--- config.mk ---
export PLATFORM = sky130hd
export DESIGN_NAME = alu_result_stage
export DESIGN_NICKNAME = d
export VERILOG_FILES = /design/src/rtl/alu_pkg.sv /design/src/rtl/result_fifo.sv /design/src/rtl/alu_result_stage.sv
export SDC_FILE = /design/constraint.sdc
export NUM_CORES = 1
export LEC_CHECK = 0
export BUFFER_PORTS_ARGS = -buffer_cell sky130_fd_sc_hd__buf_4
export CAP_MARGIN = 15
export CORE_MARGIN = 2
export CORE_UTILIZATION = 54
export CTS_BUF_LIST = sky130_fd_sc_hd__clkbuf_8
export DETAILED_ROUTE_END_ITERATION = 8
export PLACE_DENSITY = 0.81
export SETUP_SLACK_MARGIN = 0.3
export SLEW_MARGIN = 0
export SYNTH_ARGS = -nofsm -noshare
export SYNTH_HDL_FRONTEND = slang
export SYNTH_SLANG_ARGS = --single-unit
--- constraint.sdc ---
create_clock -name clk -period 2.7 [get_ports clk]
set_clock_uncertainty 0.2 [all_clocks]
set_input_delay 0.81 -clock clk [delete_from_list [all_inputs] [get_ports clk]]
set_output_delay 0.81 -clock clk [all_outputs]
set_load 0.005 [all_outputs]
--- src/rtl/alu_pkg.sv ---
// Shared ALU result-stage types: opcodes, field widths, error bit indices and the FIFO entry layout.
package alu_pkg;

  localparam int unsigned RES_W   = 33;
  localparam int unsigned ERR_W   = 2;
  localparam int unsigned OPC_W   = 4;
  localparam int unsigned ENTRY_W = RES_W + ERR_W + OPC_W;

  localparam int unsigned ERR_OVF = 0;
  localparam int unsigned ERR_DZ  = 1;

  localparam logic [OPC_W-1:0] OP_ADD = 4'b0100;
  localparam logic [OPC_W-1:0] OP_SUB = 4'b0101;
  localparam logic [OPC_W-1:0] OP_MUL = 4'b0110;
  localparam logic [OPC_W-1:0] OP_DIV = 4'b0111;
  localparam logic [OPC_W-1:0] OP_MOD = 4'b1000;

  typedef struct packed {
    logic [RES_W-1:0] c;
    logic [ERR_W-1:0] error;
    logic [OPC_W-1:0] opcode;
  } alu_entry_t;

  function automatic logic op_is_valid(input logic [OPC_W-1:0] op);
    return (op == OP_ADD) || (op == OP_SUB) || (op == OP_MUL) ||
           (op == OP_DIV) || (op == OP_MOD);
  endfunction

endpackage

--- src/rtl/result_fifo.sv ---
// Result FIFO: storage, wrap-around pointers and occupancy; head falls back to the last popped
// entry while empty so the consumer side holds its final values.
module result_fifo #(
  parameter int unsigned DEPTH = 4,
  parameter int unsigned W     = 39
) (
  input  logic         clk,
  input  logic         rst,
  input  logic         i_push,
  input  logic [W-1:0] i_data,
  input  logic         i_pop,
  output logic         o_full,
  output logic         o_empty,
  output logic [W-1:0] o_head
);

  localparam int unsigned AW = (DEPTH > 1) ? $clog2(DEPTH) : 1;
  localparam int unsigned CW = AW + 1;

  logic [W-1:0]  r_mem [DEPTH];
  logic [AW-1:0] r_wr_ptr;
  logic [AW-1:0] r_rd_ptr;
  logic [CW-1:0] r_count;
  logic [W-1:0]  r_last;
  logic          w_push;
  logic          w_pop;

  assign o_full  = (r_count == CW'(DEPTH));
  assign o_empty = (r_count == '0);
  assign w_push  = i_push & ~o_full;
  assign w_pop   = i_pop & ~o_empty;
  assign o_head  = o_empty ? r_last : r_mem[r_rd_ptr];

  always_ff @(posedge clk) begin
    if (w_push) r_mem[r_wr_ptr] <= i_data;
  end

  // Pointers wrap naturally since DEPTH is a power of two
  always_ff @(posedge clk or posedge rst) begin
    if (rst) begin
      r_wr_ptr <= '0;
      r_rd_ptr <= '0;
      r_count  <= '0;
      r_last   <= '0;
    end else begin
      if (w_push) r_wr_ptr <= r_wr_ptr + AW'(1);
      if (w_pop) begin
        r_rd_ptr <= r_rd_ptr + AW'(1);
        r_last   <= r_mem[r_rd_ptr];
      end
      case ({w_push, w_pop})
        2'b10:   r_count <= r_count + CW'(1);
        2'b01:   r_count <= r_count - CW'(1);
        default: r_count <= r_count;
      endcase
    end
  end

endmodule

--- src/rtl/alu_result_stage.sv ---
// ALU result stage: opcode filter, result FIFO, saturating error counters and sticky error status.
// Optional feature macro: ALU_RESULT_STICKY_EN enables the sticky_err register.
module alu_result_stage
  import alu_pkg::*;
#(
  parameter int unsigned DEPTH = 4,
  parameter int unsigned CNT_W = 8
) (
  input  logic             clk,
  input  logic             rst,
  input  logic             in_valid,
  output logic             in_ready,
  input  logic [RES_W-1:0] in_c,
  input  logic [ERR_W-1:0] in_error,
  input  logic [OPC_W-1:0] in_opcode,
  output logic             out_valid,
  input  logic             out_ready,
  output logic [RES_W-1:0] out_c,
  output logic [ERR_W-1:0] out_error,
  output logic [OPC_W-1:0] out_opcode,
  output logic [CNT_W-1:0] ovf_count,
  output logic [CNT_W-1:0] dz_count,
  input  logic             clr_counts,
  output logic             drop_pulse,
  output logic [ERR_W-1:0] sticky_err
);

  localparam logic [CNT_W-1:0] CNT_MAX = '1;

  alu_entry_t       w_in;
  alu_entry_t       w_head;
  logic             w_full;
  logic             w_empty;
  logic             w_accept;
  logic             w_store;
  logic [CNT_W-1:0] r_ovf;
  logic [CNT_W-1:0] r_dz;
  logic             r_drop;

  assign w_in     = '{c: in_c, error: in_error, opcode: in_opcode};
  assign in_ready = ~w_full;
  assign w_accept = in_valid & ~w_full;
  assign w_store  = w_accept & op_is_valid(in_opcode);

  result_fifo #(
    .DEPTH (DEPTH),
    .W     (ENTRY_W)
  ) u_fifo (
    .clk     (clk),
    .rst     (rst),
    .i_push  (w_store),
    .i_data  (w_in),
    .i_pop   (out_ready),
    .o_full  (w_full),
    .o_empty (w_empty),
    .o_head  (w_head)
  );

  assign out_valid  = ~w_empty;
  assign out_c      = w_head.c;
  assign out_error  = w_head.error;
  assign out_opcode = w_head.opcode;
  assign ovf_count  = r_ovf;
  assign dz_count   = r_dz;
  assign drop_pulse = r_drop;

  // Clear has priority over a same-cycle increment
  always_ff @(posedge clk or posedge rst) begin
    if (rst) begin
      r_ovf  <= '0;
      r_dz   <= '0;
      r_drop <= 1'b0;
    end else begin
      r_drop <= w_accept & ~op_is_valid(in_opcode);
      if (clr_counts) begin
        r_ovf <= '0;
        r_dz  <= '0;
      end else if (w_store) begin
        if (in_error[ERR_OVF] && (r_ovf != CNT_MAX)) r_ovf <= r_ovf + CNT_W'(1);
        if (in_error[ERR_DZ]  && (r_dz  != CNT_MAX)) r_dz  <= r_dz + CNT_W'(1);
      end
    end
  end

`ifdef ALU_RESULT_STICKY_EN
  logic [ERR_W-1:0] r_sticky;
  logic             w_pop;

  assign w_pop      = out_ready & ~w_empty;
  assign sticky_err = r_sticky;

  always_ff @(posedge clk or posedge rst) begin
    if (rst)             r_sticky <= '0;
    else if (clr_counts) r_sticky <= '0;
    else if (w_pop)      r_sticky <= r_sticky | w_head.error;
  end
`else
  assign sticky_err = '0;
`endif

endmodule

# Word-level counts from Yosys, hierarchy flattened
# Memory sizes are Yosys's and may differ from the RTL's.
# Index checks and enable logic that the tools add are counted.
# op_classes
addsub,6
n_reduce_logical,13
n_bitwise,8
n_mux,10
eq_ne,10
# op_table
cell,count
two-way mux 8 bit,6
two-way mux 39 bit,1
adder 8 x 1 -> 8 bit (second input constant),2
== test 4 x 3 -> 1 bit (second input constant),4
!= test 8 bit (second input constant),2
nonzero test 2 bit,4
case mux 3 bit (2 select lines),1
AND 1 bit,5
adder 2 x 1 -> 2 bit (second input constant),2
== test 4 bit (second input constant),1
logical OR 1 bit,4
AND reduction 2 bit,2
adder 3 x 1 -> 3 bit (second input constant),1
== test 3 bit (second input constant),1
zero test 3 bit,1
NOT 1 bit,3
subtractor 3 x 1 -> 3 bit (second input constant),1
== test 2 x 1 -> 1 bit (second input constant),1
== test 2 bit (second input constant),1
logical AND 1 bit,2
two-way mux 1 bit,2
# totals
ram_bits,156
memories,1
word_cells,55
ff_bits,63
out_inout_bits,60
input_bits,44
# memory_table
memory,depth,word_bits,read_ports,rd_ports_with_merged_regs,write_ports,line,rtl
u_fifo.r_mem,4,39,1,0,1,result_fifo.sv:20,logic [W-1:0] r_mem [DEPTH];

# Logic depth before layout (Yosys ltp)
# Gate-level depths: netlist (run 1).
# logic_depth
depth_word,9
ltp_mapped,11
ltp_nobuf,9

# By module
# A second synthesis (run 1) with hierarchy kept.
# hier_totals
hier_cells,476
area_unflattened_um2,8954.8
# by_module_without_submodules
mod,seq_area_each_um2,cells_each,instances,area_each_um2
result_fifo,5835.6,368,1,7958.9
alu_result_stage,425.4,108,1,996.0

# Least setup slack after synthesis (run 1)
# Ideal clock, no wire load.
# synth_timing
path_kind,input port to flip-flop
startpoint,input port in_opcode[1]
endpoint,memory u_fifo.r_mem[0][0] (enable)
required_time_ns,2.100
path_stages,4
setup_time_ns,0.400
path_slack_ns,-0.470
n_path_buf,1
t_arrival_ns,2.570
path_cell_list,nor4b_2 -> o211a_1 -> clkbuf_1 -> and2_1
# synth_between
elab_chain_len,9
word_cells_on_any_way,13
cone_classes,eq/ne: 5; mux: 2; bitwise: 2; reduce/logical: 4
# synth_lines
element,line,rtl
from (decl),alu_result_stage.sv:15,"input logic [OPC_W-1:0] in_opcode,"
== test 4 x 3 -> 1 bit,alu_pkg.sv:25,return (op == OP_ADD) || (op == OP_SUB) || (op == OP_MUL) ||
logical OR 1 bit (3 in series),alu_pkg.sv:25,
logical OR 1 bit *,alu_pkg.sv:26,(op == OP_DIV) || (op == OP_MOD);
AND 1 bit *,alu_result_stage.sv:43,assign w_store = w_accept & op_is_valid(in_opcode);
AND 1 bit *,result_fifo.sv:30,assign w_push = i_push & ~o_full;
two-way mux 1 bit *,result_fifo.sv:35,if (w_push) r_mem[r_wr_ptr] <= i_data;
two-way mux 1 bit (implied by the code) *,result_fifo.sv:35,
to (decl),result_fifo.sv:20,
# Every way passes the cells marked *; elsewhere a longest branch is shown, timed or not.

# Final worst setup path (run 1)
# layout_timing
startpoint,register u_fifo.r_rd_ptr[0]
endpoint,output port out_c[23]
# layout_between
elab_chain_len,2
# layout_lines
element,line,rtl
from (decl),result_fifo.sv:22,logic [AW-1:0] r_rd_ptr;
from (signal assigned),result_fifo.sv:48,r_rd_ptr <= r_rd_ptr + AW'(1);
memory (4 x 39 bit),--,
two-way mux 39 bit,result_fifo.sv:32,assign o_head = o_empty ? r_last : r_mem[r_rd_ptr];
to (decl),alu_result_stage.sv:18,"output logic [RES_W-1:0] out_c,"
# No other way between the ends.

==> results of run 1 <==
-- critical path: stages (launching register included) --
cell	delay [ns]
sky130_fd_sc_hd__dfrtp_2	0.38
sky130_fd_sc_hd__buf_12	0.16
sky130_fd_sc_hd__clkbuf_16	0.18
sky130_fd_sc_hd__mux4_2	0.52
sky130_fd_sc_hd__mux2_4	0.29
sky130_fd_sc_hd__buf_6	0.12
-- registers in the layout, indices dropped and copies added, names as in the netlist --
register and cells:
drop_pulse 1, dz_count 8, ovf_count 8, u_fifo.r_count 3, u_fifo.r_last 39, u_fifo.r_mem 156
u_fifo.r_rd_ptr 2, u_fifo.r_wr_ptr 2
-- timing repair --
action                     4_1_cts  5_1_grt
pin swaps                        1        1
resized for setup               73        3
setup buffers                    1       11
setup endpoints to repair       42       43
cloned                           0        6
-- cells in the mapped netlist (all sizes together) --
| master | number | area, sq um |
|---|---|---|
| edfxtp | 156 | 4680 |
| nand2 | 126 | 473 |
| dfrtp | 63 | 1580 |
| mux2 | 43 | 484 |
| mux4 | 39 | 878 |
| clkbuf | 17 | 63.8 |
| buf | 12 | 68.8 |
| a21oi | 11 | 55.1 |
| inv | 9 | 33.8 |
| nand3 | 9 | 45.0 |
| ha | 7 | 87.6 |
| nor2 | 7 | 26.3 |
| or4 | 7 | 52.6 |
| nor2b | 6 | 37.5 |
| o31ai | 6 | 45.0 |
| o21ai | 5 | 25.0 |
| and2 | 4 | 25.0 |
| xnor2 | 4 | 35.0 |
| nand4 | 3 | 18.8 |
| nor4 | 3 | 18.8 |
| or3 | 3 | 18.8 |
| mux2i | 2 | 20.0 |
| nand2b | 2 | 12.5 |
| nor3 | 2 | 10.0 |
| xor2 | 2 | 17.5 |
| a311oi | 1 | 8.76 |
| conb | 1 | 3.75 |
| fa | 1 | 20.0 |
| nand4b | 1 | 8.76 |
| nor3b | 1 | 7.51 |
| nor4b | 1 | 15.0 |
| o211a | 1 | 10.0 |
| o21bai | 1 | 7.51 |
| o41ai | 1 | 8.76 |
| or3b | 1 | 8.76 |
-- cell usage in the layout (no fill, tap or decap), types with 3 or more instances in the layout --
cell type                     n
sky130_fd_sc_hd__nand2_1    125
sky130_fd_sc_hd__xnor2_1      4
sky130_fd_sc_hd__or4_1        7
sky130_fd_sc_hd__a21oi_1     10
sky130_fd_sc_hd__nand3_1      9
sky130_fd_sc_hd__nand4_1      3
sky130_fd_sc_hd__clkbuf_16    4
sky130_fd_sc_hd__buf_12      15
sky130_fd_sc_hd__inv_2        3
sky130_fd_sc_hd__clkinv_1     4
sky130_fd_sc_hd__ha_1         6
sky130_fd_sc_hd__inv_1       16
sky130_fd_sc_hd__dfrtp_1     61
sky130_fd_sc_hd__nor4_1       3
sky130_fd_sc_hd__mux2_4      39
sky130_fd_sc_hd__edfxtp_1   156
sky130_fd_sc_hd__buf_4       82
sky130_fd_sc_hd__clkbuf_8    42
sky130_fd_sc_hd__and2_4       4
sky130_fd_sc_hd__buf_6       44
sky130_fd_sc_hd__o21ai_0      5
sky130_fd_sc_hd__nor2b_1      5
sky130_fd_sc_hd__mux2_2       4
sky130_fd_sc_hd__clkinv_2     5
sky130_fd_sc_hd__o31ai_1      6
sky130_fd_sc_hd__nor2_1       7
sky130_fd_sc_hd__mux4_2      39
-- layer usage --
layer / global-route usage / vias up
li1: - / 2389
met1: 0.272 / 2706
met2: 0.402 / 186
met3: 0.0586 / 37
met4: 0.0645 / 0
met5: 0 / -
-- through the flow --
stage / instances / instance area [sq um]
finish: 954 / 11500
global placement: 873 / 10300
CTS: 937 / 11200
detailed placement: 873 / 10300
floorplan: 559 / 9060
global route: 954 / 11500
-- kinds of logic (layout without fill, tap and decap cells) --
family	after synthesis	after routing
xor gates and xnor gates	6	6
buffers and inverters	38	217
and+or+nand+nor	176	176
AOI/OAI and AO/OA	26	26
other	1	2
DFF	219	219
adders and majority gates	8	8
muxes	84	84
-- final cells by class --
class | instances | area share
multi-input cells | 302 | 0.235
flip-flops and latches | 219 | 0.546
inverters | 9 | 0.00327
repair buffers | 145 | 0.132
clock buffers | 42 | 0.0504
well taps | 216 | 0.0236
clock inverters | 21 | 0.00972
-- path summary, 6_finish.rpt --
path	from	end	slack, ns	cells after the start
min in group clk	u_fifo.r_last[17]	u_fifo.r_last[17]	0.28	2
min	rst	u_fifo.r_last[10]	0.12	2
max	u_fifo.r_rd_ptr[0]	out_c[23]	-0.46	5
max in group asynchronous	rst	u_fifo.r_wr_ptr[0]	1.60	3
max reg2reg	u_fifo.r_count[0]	u_fifo.r_count[2]	0.36	10
min reg2reg	u_fifo.r_last[17]	u_fifo.r_last[17]	0.28	2
-- power by group through the flow --
stage / Clock (mW) / Sequential (mW) / Combinational, mW
global route: 2.95 / 4.44 / 4.96
global placement: 0 / 4.38 / 3.52
CTS: 2.80 / 4.39 / 4.24
finish: 2.75 / 4.39 / 4.64
detailed placement: 0 / 4.44 / 3.63
floorplan: 0 / 4.34 / 2.31
==> reports/qor.log, run 1 <==
[sta] fin crit share 1.17
[logic_synthesis] Adder-Cell Fraction of Synth Area 0.0121
[status] failing checks negative setup slack
[power_and_ir_drop] part of the power in the clock network 0.233
[critical_path] Crit path required time 1.69 ns
[floorplan] Die ar. 17500 sq um
[finish] fraction of layout instances using a drive strength above 1 0.397
[global_routing] vias in the first global route 5725
[place] weighted congestion reported at the end of routability-driven placement 0.841
[place] I/O Buffers 101
[logic_synthesis] post-synthesis instance area 8910 sq um
[power_and_ir_drop] Int Power 8.39 mW
[clock_tree] buffer levels on the longest clock path 3
[floorplan] DIE WIDTH 132 um
[finish] Synth-to-Final Area Change 28.6%
[drt] WL final 19700 um
[logic_synthesis] Seq/Total Area, Yosys 0.703
[sta] worst path setup slack after routing -0.462 ns
[clock_tree] clock latency at the later pin of the worst-skew pair 0.52 ns
[logic_synthesis] count of mapped cells out of synthesis 558
[power_and_ir_drop] share of total power in combinational logic 0.394
[global_routing] global-route total usage across every layer 0.225
[finish] multi-input logic area 2690 sq um
[drt] Met2 Wirelength 10100 um
[critical_path] Arr. time, crit path 2.15 ns
[drt] count of nets left with antenna violations after detail routing 0
[status] result of the run finished, violations left
[critical_path] CP max FO 8
[finish] post-layout util 0.716
[clock_tree] H-Tree Level Count 2
[floorplan] initial standard-cell utilization of the core 0.557
[finish] final-stage net count 765
[finish] sequential cell area in the final layout 6260 sq um
[drt] first-pass iteration count of the detailed router 5
[power_and_ir_drop] power share of the sequential group 0.373
[power_and_ir_drop] switching part of the total 0.288
[sta] slew at the pin with the worst max-slew slack 0.625 ns
[power_and_ir_drop] Lkg Pwr 4.68 nW
[sta] minimum period implied by the final worst setup slack 3.16 ns
[critical_path] kind of critical path register to primary output
[global_routing] initial antenna violation count 0
[logic_synthesis] number of distinct library cells after synthesis 39
[critical_path] startpoint class of the critical path register
[logic_synthesis] post-synthesis average cell area 16.0 sq um
[sta] sum of negative setup slack -17.13 ns
[logic_synthesis] combinational family with the most area after synthesis multiplexers
[drt] Iteration-0 DRC Markers 423
[finish] Filler cells 1022
[sta] final count of negative-setup-slack endpoints 39
[power_and_ir_drop] Max IR drop VDD 476 uV
[sta] Hold Violations, Final 0
[floorplan] placement row count 46
[logic_synthesis] area fraction in compound gates after synthesis 0.0180
[clock_tree] hold bufs inserted after CTS 0
[drt] number of DRC violations after detailed routing 0
[sta] setup repair after global routing missed its margin true
[power_and_ir_drop] Pwr Density 1030 nW/um^2
[drt] uppermost metal layer occupied by signal nets met4
[place] Place WS 0.0145 ns
[power_and_ir_drop] Net Sw Power 3.39 mW
[min_path] type of the tightest min-delay check input port to asynchronous set/reset pin
[clock_tree] TritonCTS clock tree yes
[clock_tree] TritonCTS sink count 219
[sta] Max-slew headroom 0.579
[global_routing] pin count of the biggest net entering global routing 41
[flow_run] max_cap viols 0
[clock_tree] clock tree root driver cell sky130_fd_sc_hd__clkbuf_8
[finish] n_diodes 0
[logic_synthesis] number of synthesized register bits 219
[power_and_ir_drop] post-layout power 11.8 mW
[sta] max-slew violations 0
[drt] routed wirelength normalized by instance count 20.7 um
[global_routing] first-pass GRT wire length 30500 um
[logic_synthesis] post-synthesis share of cell area spent on and, or, nand and nor gates 0.0873
[place] placed wire-length estimate after detailed placement 11800 um
[drt] M1 WL 7920 um
[logic_synthesis] warnings from Yosys 0
[logic_synthesis] post-synthesis share of cell area spent on xor and xnor gates 0.00590
[logic_synthesis] proportion of synthesized area in mux cells 0.155
[floorplan] core area 16000 sq um
[sta] minimum hold slack 0.118 ns
[drt] number of vias per cell after detailed routing 5.57
[clock_tree] clock-pin slew on the worst setup and hold paths 0.07 ns
[critical_path] sort of element at the end of the critical path primary output
[floorplan] Die Y 132 um
[floorplan] number of I/O pins 104
[clock_tree] cts bufs inserted 36
[global_routing] overall overflow remaining after global route 0
[drt] DR vias 5318
[drt] detailed-routed wire length on met3 1220 um
[sta] highest clock frequency the design can meet 316 MHz
No activity file was read; power rests on OpenSTA's default activity.
==> run 2: changes to the inputs <==
- ABC_AREA: default -> 0
- CORE_UTILIZATION: 54 -> 56
- PLACE_DENSITY: 0.81 -> 0.8
- clock period: 2.7 -> 3.2 ns (I/O delays scaled with it)
==> run 2 against run 1 <==
The run still ends with negative setup slack left. Power down 21%. Critical path depth down 1. Core utilization down 1.4 points. Non-clock buffer count down 23. Sequential share of layout area up 2.1 points. Register-to-register slack better by 0.21 ns. Wire length down 9.7%. Flip-flop and latch count unchanged. Final area down 3.7%. Hold slack better by 0.16 ns.
==> reports/qor.log, run 2 (same netlist as run 1, synthesis figures left out) <==
[min_path] startpoint of the worst hold path u_fifo.r_last[9]
[global_routing] vias in the first global route 5396 [-5.7%]
[flow_run] max_cap viols 0 [unchanged]
[critical_path] worst setup path startpoint u_fifo.r_rd_ptr[0]
[global_routing] overall overflow remaining after global route 0 [unchanged]
[power_and_ir_drop] Pwr Density 844 nW/um^2 [-18%]
[place] I/O Buffers 101 [unchanged]
[global_routing] Global Route met1 Usage 0.286 [+0.0137]
[finish] flip-flop count of the largest register after layout 156 [unchanged]
[global_routing] first-pass GRT wire length 28300 um [-7.3%]
[global_routing] pin count of the biggest net entering global routing 41 [unchanged]
[finish] fraction of layout instances using a drive strength above 1 0.365 [-0.0316]
[finish] Synth-to-Final Area Change 23.9%
[drt] DR vias 5180 [-2.6%]
[sta] highest clock frequency the design can meet 307 MHz
[min_path] type of the tightest min-delay check register to register
[power_and_ir_drop] Lkg Pwr 4.47 nW [-4.4%]
[clock_tree] clock tree root driver cell sky130_fd_sc_hd__clkbuf_8
[critical_path] startpoint class of the critical path register
[sta] Hold Violations, Final 0 [unchanged]
[critical_path] setup slack on the worst flop-to-flop path 0.57 ns [+0.21 ns]
[floorplan] DIE WIDTH 130 um [-1.7%]
[sta] sum of negative setup slack -1.04 ns [+16.09 ns]
[critical_path] Worst Reg-to-Reg Cells 9 [-1]
[clock_tree] post-CTS setup buffer count 0 [-1]
[finish] most frequent cells in the layout sky130_fd_sc_hd__edfxtp_1 (156), sky130_fd_sc_hd__nand2_1 (125), sky130_fd_sc_hd__buf_4 (74)
[critical_path] Crit path required time 2.04 ns [+0.35 ns]
[finish] final-stage net count 742 [-3.0%]
[drt] first-pass iteration count of the detailed router 5 [unchanged]
[global_routing] global-route total usage across every layer 0.221 [-0.00400]
[global_routing] routing usage on met3 0.0488 [-0.00983]
[clock_tree] clock-pin slew on the worst setup and hold paths 0.06 ns [about the same]
[finish] register with the most flip-flops u_fifo.r_mem
[critical_path] R2R Path End u_fifo.r_count[2]
[finish] most common library cell in the layout ignoring fill and taps sky130_fd_sc_hd__edfxtp_1
[min_path] Min-Delay Endpoint u_fifo.r_last[9]
[sta] worst path setup slack after routing -0.0617 ns [+0.401 ns]
[sta] max-slew violations 0 [unchanged]
[drt] count of nets left with antenna violations after detail routing 0 [unchanged]
[clock_tree] cts bufs inserted 36 [unchanged]
[global_routing] initial antenna violation count 0 [unchanged]
[sta] slew at the pin with the worst max-slew slack 0.620 ns [-0.00538 ns]
[critical_path] worst-path cell with the longest stage delay sky130_fd_sc_hd__mux4_2
[sta] setup repair after global routing missed its margin true
[critical_path] kind of critical path register to primary output
[critical_path] delay contributed by the slowest stage of the critical path 0.55 ns [+0.03 ns]
[sta] minimum period implied by the final worst setup slack 3.26 ns
[floorplan] number of I/O pins 104 [unchanged]
[status] result of the run finished, violations left
[clock_tree] TritonCTS sink count 219 [unchanged]
[clock_tree] clock latency at the later pin of the worst-skew pair 0.50 ns [-0.02 ns]
[sta] final count of negative-setup-slack endpoints 38 [-2.6%]
[critical_path] sort of element at the end of the critical path primary output
[floorplan] Die Y 130 um [-1.7%]
[critical_path] Arr. time, crit path 2.10 ns [-0.05 ns]
[clock_tree] H-Tree Level Count 2 [unchanged]
[drt] WL final 17800 um [-9.7%]
[clock_tree] buffer levels on the longest clock path 3 [unchanged]
[drt] number of vias per cell after detailed routing 5.55 [-0.51%]
[critical_path] CP max FO 21 [+13]
[power_and_ir_drop] Max IR drop VDD 370 uV [-22%]
[critical_path] crit path cell chain buf_12 -> mux4_2 -> mux2_4 -> buf_6
[floorplan] initial standard-cell utilization of the core 0.567 [+0.0102]
[drt] Iteration-0 DRC Markers 384 [-9.2%]
[floorplan] core area 15700 sq um [-1.8%]
[drt] routed wirelength normalized by instance count 19.1 um [-7.7%]
[drt] number of DRC violations after detailed routing 0 [unchanged]
[floorplan] placement row count 46 [unchanged]
[min_path] WHS Path Cells 2
[clock_tree] TritonCTS clock tree yes
[sta] fin crit share 1.02
[place] placed wire-length estimate after detailed placement 11000 um [-6.9%]
[sta] Max-slew headroom 0.582 [+0.00363]
[place] weighted congestion reported at the end of routability-driven placement 0.815 [-3.1%]
[finish] registers with the most flip-flops u_fifo.r_mem x156, u_fifo.r_last x39
[power_and_ir_drop] post-layout power 9.32 mW [-21%]
[status] failing checks negative setup slack
[global_routing] global-route met2 utilization 0.379 [-0.0227]
[floorplan] Die ar. 16900 sq um [-3.5%]
[finish] Filler cells 1020 [-0.20%]
[global_routing] Top Usage Layer GRT met2
[critical_path] reg-to-reg critical path startpoint u_fifo.r_count[1]
-- run 2: changes by cell type in the layout (fill, tap and decap cells not counted), sizes merged --
cell	change
bufinv	-1
clkinvlp	-1
inv	+2
diode	+1
clkinv	+4
clkbuf	-6
buf	-19
-- run 2: stage by stage --
stage,area (sq um),hold WS [ns],setup slack [ns],utilization,instances
6_report,11000,0.274,-0.0617,0.703,934
5_1_grt,11000,0.296,-0.149,0.703,933
4_1_cts,11000,0.278,-0.0993,0.703,933
3_5_place_dp,10100,0.259,0.142,0.641,868
3_3_place_gp,10100,0.253,0.228,0.641,868
2_1_floorplan,8930,0.242,0.286,-,559
-- run 2: worst max-delay path: cells and delay by family (launching register included) --
family | cells | cell delay [ns]
buffers and inverters | 2 | 0.34
flip-flops | 1 | 0.41
multiplexers | 2 | 0.84
-- run 2: cell type report --
cell class,instances,area (sq um),area share
diodes,1,2.50,0.000227
flip-flops and latches,219,6270,0.567
repair buffers,122,1170,0.106
well taps,216,270,0.0245
clock buffers,40,551,0.0499
inverters,9,33.8,0.00306
multi-input cells,302,2650,0.240
clock inverters,25,104,0.00940
-- run 2: where the power goes --
group          switching, mW  internal (mW)
sequential             0.252           3.49
combinational           1.38           2.01
clock                   1.04           1.15
total                   2.68           6.65
-- run 2: worst max path at each step --
stage	endpoint	slack [ns]	cells after the start
floorplan	u_fifo.r_mem[0][0]	0.29	4
global placement	u_fifo.r_count[2]	0.23	10
detailed placement	u_fifo.r_count[2]	0.14	10
CTS	out_c[26]	-0.1	4
global route	out_c[26]	-0.15	4
finish	out_c[26]	-0.06	4
-- run 2: layer usage --
layer | up-vias | wire length, um
li1 | 2341 | -
met1 | 2611 | 7080
met2 | 194 | 9100
met3 | 34 | 1290
met4 | 0 | 359
met5 | - | 0
-- run 2: what timing repair did --
action	CTS	global route
hold buffers	0	0
setup endpoints to repair	40	39
cloned	0	0
gates resized for setup	84	0
==> run 3: changes to the inputs <==
- CORE_MARGIN: 2 -> 3
- GPL_ROUTABILITY_DRIVEN: default -> 0
==> run 3 against run 2 <==
The run still ends with negative setup slack left. Clock-buffer cell count grew 2. Hold slack lost 0.040 ns. First-iteration DRC count shrank 18%. Highest routed layer unchanged.
==> reports/qor.log, run 3 (same netlist as run 1, synthesis figures left out) <==
[sta] worst path setup slack after routing -0.138 ns [-0.0767 ns]
[clock_tree] clock-pin slew on the worst setup and hold paths 0.06 ns [about the same]
[clock_tree] buffer levels on the longest clock path 3 [unchanged]
[sta] highest clock frequency the design can meet 300 MHz [-2.3%]
[critical_path] startpoint class of the critical path register
[critical_path] CP Capture Point out_c[3]
[critical_path] CP max FO 8 [-62%]
[critical_path] Crit path required time 2.04 ns [about the same]
[clock_tree] hold bufs inserted after CTS 0 [unchanged]
[sta] minimum period implied by the final worst setup slack 3.34 ns [+0.0767 ns]
[finish] flip-flop count of the largest register after layout 156 [unchanged]
[finish] Synth-to-Final Area Change 25.7%
[global_routing] vias in the first global route 5749 [+6.5%]
[floorplan] placement row count 45 [-2.2%]
[clock_tree] TritonCTS clock tree yes
[status] failing checks negative setup slack
[drt] Iteration-0 DRC Markers 315 [-18%]
[global_routing] overall overflow remaining after global route 0 [unchanged]
[sta] max-slew violations 0 [unchanged]
[global_routing] first-pass GRT wire length 30200 um [+6.6%]
[critical_path] setup slack on the worst flop-to-flop path 0.76 ns [+0.19 ns]
[drt] DR vias 5280 [+1.9%]
[finish] n_diodes 0 [-1]
[clock_tree] TritonCTS sink count 219 [unchanged]
[finish] final-stage net count 753 [+1.5%]
[critical_path] kind of critical path register to primary output
[finish] most common library cell in the layout ignoring fill and taps sky130_fd_sc_hd__edfxtp_1
[floorplan] Die Y 132 um [+1.5%]
[power_and_ir_drop] post-layout power 9.61 mW [+3.1%]
[place] placed wire-length estimate after detailed placement 11300 um [+2.0%]
[sta] slew at the pin with the worst max-slew slack 0.634 ns [+0.0145 ns]
[finish] fraction of layout instances using a drive strength above 1 0.378 [+0.0127]
[critical_path] reg-to-reg critical path startpoint u_fifo.r_count[0]
[floorplan] initial standard-cell utilization of the core 0.580 [+0.0126]
[sta] minimum hold slack 0.234 ns [-0.0402 ns]
[drt] number of DRC violations after detailed routing 0 [unchanged]
[sta] Max-slew headroom 0.573 [-0.00978]
[clock_tree] clock latency at the later pin of the worst-skew pair 0.51 ns [about the same]
[sta] Hold Violations, Final 0 [unchanged]
[clock_tree] cts bufs inserted 37 [+2.8%]
[place] I/O Buffers 101 [unchanged]
[power_and_ir_drop] Max IR drop VDD 454 uV [+23%]
[drt] first-pass iteration count of the detailed router 5 [unchanged]
[critical_path] Worst Reg-to-Reg Cells 10 [+1]
[critical_path] worst setup path startpoint u_fifo.r_rd_ptr[0]
[sta] final count of negative-setup-slack endpoints 39 [+2.6%]
[finish] registers with the most flip-flops u_fifo.r_mem x156, u_fifo.r_last x39
[finish] register with the most flip-flops u_fifo.r_mem
[sta] setup repair after global routing missed its margin true
[drt] number of vias per cell after detailed routing 5.61 [+1.2%]
[finish] Filler cells 975 [-4.4%]
[drt] routed wirelength normalized by instance count 20.1 um [+5.4%]
[finish] most frequent cells in the layout sky130_fd_sc_hd__edfxtp_1 (156), sky130_fd_sc_hd__nand2_1 (125), sky130_fd_sc_hd__buf_4 (83)
[floorplan] Die ar. 17500 sq um [+3.1%]
[global_routing] initial antenna violation count 0 [unchanged]
[power_and_ir_drop] Pwr Density 857 nW/um^2 [+1.6%]
[global_routing] pin count of the biggest net entering global routing 51 [+24%]
[sta] fin crit share 1.04 [+0.0240]
[flow_run] max_cap viols 0 [unchanged]
[sta] sum of negative setup slack -4.09 ns [-3.05 ns]
[status] result of the run finished, violations left
[clock_tree] clock tree root driver cell sky130_fd_sc_hd__clkbuf_8
[power_and_ir_drop] Lkg Pwr 4.57 nW [+2.1%]
[critical_path] R2R Path End u_fifo.r_count[2]
[floorplan] DIE WIDTH 132 um [+1.5%]
[floorplan] number of I/O pins 104 [unchanged]
[drt] WL final 18900 um [+6.2%]
[global_routing] global-route total usage across every layer 0.222 [+0.000523]
[drt] count of nets left with antenna violations after detail routing 0 [unchanged]
[critical_path] Arr. time, crit path 2.18 ns [+0.08 ns]
[floorplan] core area 15400 sq um [-2.2%]
[critical_path] sort of element at the end of the critical path primary output
[min_path] type of the tightest min-delay check input port to asynchronous set/reset pin
[clock_tree] H-Tree Level Count 2 [unchanged]
run 3: metrics by stage:
step / cells / setup WS [ns] / area (sq um) / util
2_1_floorplan: 559 / 0.286 / 8930 / -
3_3_place_gp: 860 / 0.257 / 10100 / 0.656
3_5_place_dp: 860 / 0.210 / 10100 / 0.656
4_1_cts: 934 / -0.160 / 11100 / 0.723
5_1_grt: 941 / -0.193 / 11200 / 0.729
6_report: 941 / -0.138 / 11200 / 0.729
run 3: area by class of cell:
class                           count  area (sq um)  area share
Clock buffer                       42           578      0.0516
Multi-Input combinational cell    302          2650       0.236
Inverter                            9          33.8     0.00301
Timing Repair Buffer              132          1300       0.116
Clock inverter                     26           111     0.00994
Sequential cell                   219          6270       0.559
Tap cell                          211           264      0.0236
run 3: critical path, stage by stage (launching register included):
cell and delay, ns:
sky130_fd_sc_hd__dfrtp_4 0.52, sky130_fd_sc_hd__buf_12 0.15, sky130_fd_sc_hd__buf_12 0.14, sky130_fd_sc_hd__mux4_2 0.44
sky130_fd_sc_hd__mux2_4 0.30, sky130_fd_sc_hd__buf_6 0.12
run 3: layer usage:
metal  track usage  share of wire  up-vias
met5             0              0        -
met4        0.0904          0.027        0
met3        0.0466          0.055       39
met2         0.375           0.52      181
met1         0.283           0.40     2691
li1              -              -     2369
run 3: worst min path at each step:
stage,start,end,slack (ns),cells past startpoint
after floorplan,u_fifo.r_last[0],u_fifo.r_last[0],0.24,2
after global placement,u_fifo.r_last[19],u_fifo.r_last[19],0.25,2
after detailed placement,u_fifo.r_last[18],u_fifo.r_last[18],0.26,2
after CTS,rst,u_fifo.r_last[31],0.22,2
after global routing,rst,u_fifo.r_last[31],0.24,2
final,rst,u_fifo.r_last[30],0.23,2
run 3: timing repair:
item / CTS / global route
resized for setup: 75 / 3
gates cloned: 1 / 1
buffers inserted: 5 / 6
endpoints found under the setup margin: 40 / 41
run 3: report_power, final:
group | total (mW) | switching, mW | internal [mW]
combinational | 3.60 | 1.46 | 2.14
clock | 2.27 | 1.06 | 1.20
sequential | 3.74 | 0.253 | 3.49
